**config.mk**
```make
export PLATFORM = sky130hd
export DESIGN_NAME = tone_player_flat
export DESIGN_NICKNAME = d
export VERILOG_FILES = /design/src/rtl/tone_player_if.sv /design/src/rtl/tone_player.sv /design/src/flat_wrapper.sv
export SDC_FILE = /design/constraint.sdc
export NUM_CORES = 1
export LEC_CHECK = 0
export CAP_MARGIN = 0
export CORE_MARGIN = 2
export CORE_UTILIZATION = 45
export DETAILED_ROUTE_END_ITERATION = 10
export GPL_TIMING_DRIVEN = 0
export PLACE_DENSITY = 0.62
export SYNTH_ARGS = -nofsm -noshare
export SYNTH_HDL_FRONTEND = slang
export SYNTH_SLANG_ARGS = --single-unit
```
**constraint.sdc**
```tcl
create_clock -name clk_i -period 2.8 [get_ports clk_i]
set_input_delay 0.28 -clock clk_i [delete_from_list [all_inputs] [get_ports clk_i]]
set_output_delay 0.28 -clock clk_i [all_outputs]
set_load 0.1 [all_outputs]
```
**src/rtl/tone_player_if.sv**
```systemverilog
// Note-request channel: {max, dur} payload with a valid/ready handshake.
interface tone_player_if #(
  parameter int CNT_W = 17,
  parameter int DUR_W = 16
);
  logic [CNT_W-1:0] note_max;
  logic [DUR_W-1:0] note_dur;
  logic             note_valid;
  logic             note_ready;

  modport master (output note_max, note_dur, note_valid, input note_ready);
  modport slave  (input note_max, note_dur, note_valid, output note_ready);
endinterface

```
**src/rtl/tone_player.sv**
```systemverilog
// Queued square-wave tone generator: FIFO of {half-period, duration} requests,
// each played for dur ms on sclk_o, then followed by a silent gap.
module tone_player #(
  parameter int CNT_W      = 17,
  parameter int DUR_W      = 16,
  parameter int TICK_DIV   = 100000,
  parameter int FIFO_DEPTH = 4,
  parameter int GAP_MS     = 10
) (
  input  logic                          clk_i,
  input  logic                          rst_i,
  tone_player_if.slave                  req,
  input  logic                          enable_i,
  output logic                          sclk_o,
  output logic                          busy_o,
  output logic [$clog2(FIFO_DEPTH):0]   fifo_cnt_o
);
  localparam int AW  = $clog2(FIFO_DEPTH);
  localparam int PW  = (TICK_DIV > 1) ? $clog2(TICK_DIV) : 1;
  localparam int GW  = $clog2(GAP_MS + 1);
  localparam int MSW = (DUR_W > GW) ? DUR_W : GW;
  localparam logic [AW:0]     DEPTH_C  = (AW+1)'(FIFO_DEPTH);
  localparam logic [PW-1:0]   PRE_LAST = PW'(TICK_DIV - 1);
  localparam logic [MSW-1:0]  GAP_C    = MSW'(GAP_MS);

  typedef enum logic [1:0] {S_IDLE, S_LOAD, S_PLAY, S_GAP} state_t;

  state_t            state_q, state_d;
  logic [CNT_W-1:0]  div_q, div_d, cur_max_q, cur_max_d;
  logic [DUR_W-1:0]  cur_dur_q, cur_dur_d;
  logic [PW-1:0]     pre_q, pre_d;
  logic [MSW-1:0]    ms_q, ms_d, ms_nxt;
  logic              phase_q, phase_d, sclk_q, sclk_d;
  logic [AW-1:0]     wr_q, rd_q;
  logic [AW:0]       cnt_q, cnt_d;
  logic [CNT_W+DUR_W-1:0] mem_q [FIFO_DEPTH];
  logic [CNT_W-1:0]  head_max;
  logic [DUR_W-1:0]  head_dur;
  logic              push, pop, pre_wrap, fifo_nempty, fifo_multi;

  assign req.note_ready = (cnt_q < DEPTH_C);
  assign push        = req.note_valid && req.note_ready;
  assign pop         = (state_q == S_LOAD) && enable_i;
  assign fifo_nempty = (cnt_q != '0);
  assign fifo_multi  = (cnt_q > (AW+1)'(1));
  assign {head_max, head_dur} = mem_q[rd_q];
  assign pre_wrap    = (pre_q == PRE_LAST);
  assign ms_nxt      = ms_q + 1'b1;

  always_comb begin
    cnt_d = cnt_q;
    if (push && !pop)      cnt_d = cnt_q + 1'b1;
    else if (!push && pop) cnt_d = cnt_q - 1'b1;
  end

  always_ff @(posedge clk_i) begin
    if (push) mem_q[wr_q] <= {req.note_max, req.note_dur};
  end

  always_ff @(posedge clk_i or posedge rst_i) begin
    if (rst_i) begin
      wr_q  <= '0;
      rd_q  <= '0;
      cnt_q <= '0;
    end else begin
      if (push) wr_q <= wr_q + 1'b1;
      if (pop)  rd_q <= rd_q + 1'b1;
      cnt_q <= cnt_d;
    end
  end

  // Everything holds while paused; sclk_d defaults low so pauses and non-PLAY states are silent.
  always_comb begin
    state_d   = state_q;
    div_d     = div_q;
    pre_d     = pre_q;
    ms_d      = ms_q;
    cur_max_d = cur_max_q;
    cur_dur_d = cur_dur_q;
    phase_d   = phase_q;
    sclk_d    = 1'b0;
    if (enable_i) begin
      case (state_q)
        S_IDLE: if (fifo_nempty) state_d = S_LOAD;
        S_LOAD: begin
          cur_max_d = head_max;
          cur_dur_d = head_dur;
          div_d     = '0;
          pre_d     = '0;
          ms_d      = '0;
          phase_d   = 1'b0;
          if (head_dur == '0) state_d = fifo_multi ? S_LOAD : S_IDLE;
          else                state_d = S_PLAY;
        end
        S_PLAY: begin
          if (div_q == cur_max_q) begin
            div_d   = '0;
            phase_d = ~phase_q;
          end else begin
            div_d = div_q + 1'b1;
          end
          if (pre_wrap) begin
            pre_d = '0;
            ms_d  = ms_nxt;
          end else begin
            pre_d = pre_q + 1'b1;
          end
          if (pre_wrap && ms_nxt == MSW'(cur_dur_q)) begin
            ms_d = '0;
            if (GAP_MS == 0) state_d = fifo_nempty ? S_LOAD : S_IDLE;
            else             state_d = S_GAP;
          end else begin
            sclk_d = phase_d && (cur_max_q != '0);
          end
        end
        S_GAP: begin
          pre_d = pre_wrap ? '0 : pre_q + 1'b1;
          if (pre_wrap) ms_d = ms_nxt;
          if (pre_wrap && ms_nxt == GAP_C) begin
            ms_d    = '0;
            state_d = fifo_nempty ? S_LOAD : S_IDLE;
          end
        end
        default: state_d = S_IDLE;
      endcase
    end
  end

  always_ff @(posedge clk_i or posedge rst_i) begin
    if (rst_i) begin
      state_q   <= S_IDLE;
      div_q     <= '0;
      pre_q     <= '0;
      ms_q      <= '0;
      cur_max_q <= '0;
      cur_dur_q <= '0;
      phase_q   <= 1'b0;
      sclk_q    <= 1'b0;
    end else begin
      state_q   <= state_d;
      div_q     <= div_d;
      pre_q     <= pre_d;
      ms_q      <= ms_d;
      cur_max_q <= cur_max_d;
      cur_dur_q <= cur_dur_d;
      phase_q   <= phase_d;
      sclk_q    <= sclk_d;
    end
  end

  assign sclk_o     = sclk_q;
  assign busy_o     = (state_q != S_IDLE) || fifo_nempty;
  assign fifo_cnt_o = cnt_q;
endmodule

```
**src/flat_wrapper.sv**
```systemverilog
// flat-port wrapper written by rule: the top's interface ports become plain ports
module tone_player_flat 
#(
  parameter int CNT_W      = 17,
  parameter int DUR_W      = 16,
  parameter int TICK_DIV   = 100000,
  parameter int FIFO_DEPTH = 4,
  parameter int GAP_MS     = 10
)
  (clk_i, rst_i, enable_i, sclk_o, busy_o, fifo_cnt_o, req_note_max, req_note_dur, req_note_valid, req_note_ready);
  tone_player_if #(.CNT_W(CNT_W), .DUR_W(DUR_W)) req_i ();
  input  logic clk_i;
  input  logic rst_i;
  input  logic enable_i;
  output logic sclk_o;
  output logic busy_o;
  output logic [$clog2(FIFO_DEPTH):0] fifo_cnt_o;
  input wire logic [$bits(req_i.note_max)-1:0] req_note_max;
  input wire logic [$bits(req_i.note_dur)-1:0] req_note_dur;
  input wire logic [$bits(req_i.note_valid)-1:0] req_note_valid;
  output wire logic [$bits(req_i.note_ready)-1:0] req_note_ready;
  assign req_i.note_max = req_note_max;
  assign req_i.note_dur = req_note_dur;
  assign req_i.note_valid = req_note_valid;
  assign req_note_ready = req_i.note_ready;
  tone_player #(.CNT_W(CNT_W), .DUR_W(DUR_W), .TICK_DIV(TICK_DIV), .FIFO_DEPTH(FIFO_DEPTH), .GAP_MS(GAP_MS)) u_core (.clk_i(clk_i), .rst_i(rst_i), .req(req_i), .enable_i(enable_i), .sclk_o(sclk_o), .busy_o(busy_o), .fifo_cnt_o(fifo_cnt_o));
endmodule
```
==> impl_results.md <==
* Launch point of the worst path: u_core.ms_q[0]$_DFFE_PP0P_
* Post-synth EDFFs at 132
* Commonest cells after routing, fill and taps aside: 132 x edfxtp_1, 92 x dfrtp_1, 65 x nand2_1
* Hold Vio Cnt, Final at 0
* DR iter-0 viols at 397
* Worst slew margin at 35.0%
* CTS Buf Count at 25
* Largest net degree at the start of global routing at 54
* Maximum vdd drop at 547 uV
* LEAKAGE at 4.67 nW
* Die area at 24100 um^2
* Global-route wire length before repair at 34500 um
* Seq cells post-synth at 226
* Share of total power in the clock network at 28.6%
* Post-synthesis cell count at 750
* Worst Max-Slew Pin Slew at 0.973 ns
* Commonest non-fill, non-tap cell in the layout: edfxtp_1
* R2r endpoint: u_core.state_q[0]$_DFFE_PP0P_
* Post-synth top flop: edfxtp_1
* CP max FO at 4
* Core Area at 22600 um^2
* Max frequency at 360 MHz
* Setup crit end kind: register
* Minimum clock period at 2.78 ns
* Worst hold path class: in -> async
* DRT Wirelength at 21600 um
* Post-Place Worst Slack at -0.461 ns
* # clock sinks at 226
* Initial Utilization at 45.6%
* Die W at 155 um
* Port Buffer Count at 41
* DRC viols at 0
* Initial DRT Pass Iterations at 4
* Nets at 891
* Final Power at 10.9 mW
* Reg2reg setup slack at 0.02 ns
* Worst r2r path cells at 10
* Die height at 155 um
* Tcrit/Tclk final at 99.2%
* Worst-path clk slew at 0.06 ns
* Post-Syn Area at 10300 um^2
* CTS tree: built
* CTS H-tree lvls at 1
* Syn Nets at 804
* Clk buf depth at 3
* Routed vias at 6331
* Status: complete, no violations
* WP data arrival at 3.15 ns
* Setup-failing EPs final at 0
* All-Layer GR Usage at 18.1%
* Sequential fraction of the synthesis area at 61.3%
* Fill cells at 1871
* Clock skew after layout at 0.00790 ns
* Psw at 3.45 mW
* Syn-to-layout area delta at 19.6%
* Antenna diodes at 0
* Clock Latency Late Sink at 0.51 ns
* Comb pwr share at 29.1%
* Gr ovfl total at 0
* Initial antenna violation count at 0
* Slew Limit Fails at 0
* Max-cap violations at 0
* Routed Antenna Nets at 0
* DR WL/cell at 18.9 um
* Pint at 7.41 mW
* Vias per cell at 5.56
* IO Count at 43
* Average cell area after synthesis at 13.7 um^2
* Row Count at 55
* Unrepaired setup endpoints after global routing: yes
* Setup ws final at 0.0211 ns
* Vias in the first global route at 6461
* Sequential Power Share at 42.3%
* Synth cell types at 65
* Net Sw Frac at 31.8%
* Clk root buf: clkbuf_16
* Asr flop ratio synth at 41.6%
* Share of post-route cells with drive strength above 1 at 21.8%
* GP Congestion at 0.845
* Worst r2r src: u_core.ms_q[0]$_DFFE_PP0P_
* Hold Worst Slack at 0.191 ns
* Yosys warnings at 0
* CP startpoint kind: register
* CP Class: reg -> reg
* Worst Path Required at 3.17 ns
* Post-DP HPWL at 14700 um
* Pwr/cell area at 882 nW/um^2
==> state kept, by name, indices dropped and copies added (netlist names), 2 cells and up, named ones only <==
| signal | cells |
|---|---|
| u_core.mem_q | 132 |
| u_core.wr_q | 2 |
| u_core.cur_dur_q | 16 |
| u_core.rd_q | 2 |
| u_core.div_q | 17 |
| u_core.pre_q | 17 |
| u_core.cur_max_q | 17 |
| u_core.fifo_cnt_o | 3 |
| u_core.ms_q | 16 |
==> how the worst max path moves through the flow <==
stage          slack (ns)                               end
5_1_grt              -0.1     u_core.state_q[0]$_DFFE_PP0P_
3_5_place_dp        -0.46        u_core.ms_q[1]$_DFFE_PP0P_
2_1_floorplan       -0.08                          register
4_1_cts            -0.004       u_core.ms_q[14]$_DFFE_PP0P_
6_report             0.02     u_core.state_q[0]$_DFFE_PP0P_
3_3_place_gp        -1.48  u_core.cur_dur_q[10]$_DFFE_PP0P_
==> layout make-up <==
class,count,area [um^2],share of cell area (%)
Clock buffer,28,637,5.17
Timing Repair Buffer,62,644,5.23
Multi-Input combinational cell,473,3960,32.2
Inverter,14,55.1,0.447
Tap cell,285,357,2.90
Sequential cell,226,6320,51.3
Buffer,35,201,1.64
Clock inverter,16,139,1.13
==> through the flow <==
stage	utilization, %	area (um^2)	cells	TNS [ns]
floorplan	-	10300	750	-0.134
global placement	49.0	11100	1076	-186.86
detailed placement	49.6	11200	1081	-8.06
CTS	53.7	12100	1132	-0.00360
global route	54.6	12300	1139	-0.309
finish	54.6	12300	1139	0
==> critical path: stages, from the launching register on <==
cell and delay, ns:
dfrtp_2 0.39, ha_4 0.16, nand4_4 0.10, or4_4 0.62, xnor2_4 0.17, nand4_1 0.12, buf_6 0.16, o41ai_4 0.45
nand3_2 0.16, o21ai_2 0.21, o31ai_2 0.09
==> repair_timing <==
action	4_1_cts	5_1_grt
resized for setup	25	36
buffers inserted	8	8
endpoints found under the setup margin	28	27
pin swaps	11	15
hold buffers	0	0
==> routing by layer <==
layer	global-route usage, %	vias up	share of wire [%]
met1	24.7	3221	46
met4	4.15	0	1.3
met2	30.9	118	50
li1	-	2968	-
met5	0	-	0
met3	2.70	24	3.7
==> kinds of logic (layout without fill, tap and decap cells) <==
family	after synthesis	count (layout)	synth area share [%]
muxes	68	68	11.0
adders and majority gates	17	17	2.07
DFF	226	226	61.3
xor gates and xnor gates	70	70	6.16
buffers and inverters	51	155	2.11
AOI/OAI and AO/OA	65	65	4.28
and+or+nand+nor	253	253	13.0
==> power by group through the flow <==
stage          clock [mW]  combinational [mW]  sequential, mW
2_1_floorplan           0                2.15            4.64
5_1_grt              3.31                3.43            4.65
3_3_place_gp            0                2.97            4.61
6_report             3.11                3.16            4.59
3_5_place_dp            0                3.12            4.63
4_1_cts              3.18                3.17            4.59
==> cell usage after synthesis (all sizes together), types with 4 or more instances <==
master | count | share of area [%]
nor4 | 17 | 1.2
nor3 | 10 | 0.53
o31ai | 7 | 0.51
dfrtp | 94 | 23
mux4 | 33 | 7.2
and3 | 16 | 0.97
xor2 | 30 | 2.6
a21oi | 9 | 0.44
edfxtp | 132 | 38
and2 | 9 | 0.55
buf | 19 | 0.95
ha | 17 | 2.1
xnor2 | 39 | 3.4
o21ai | 26 | 1.3
nand3 | 36 | 1.7
clkbuf | 18 | 0.66
nor2 | 47 | 1.7
nand4 | 16 | 1.3
or2 | 4 | 0.24
nor2b | 6 | 0.36
nand2 | 66 | 2.4
mux2 | 33 | 3.6
inv | 14 | 0.51
nand3b | 6 | 0.44
or4 | 4 | 0.36
(Power assumes the default switching activity.)
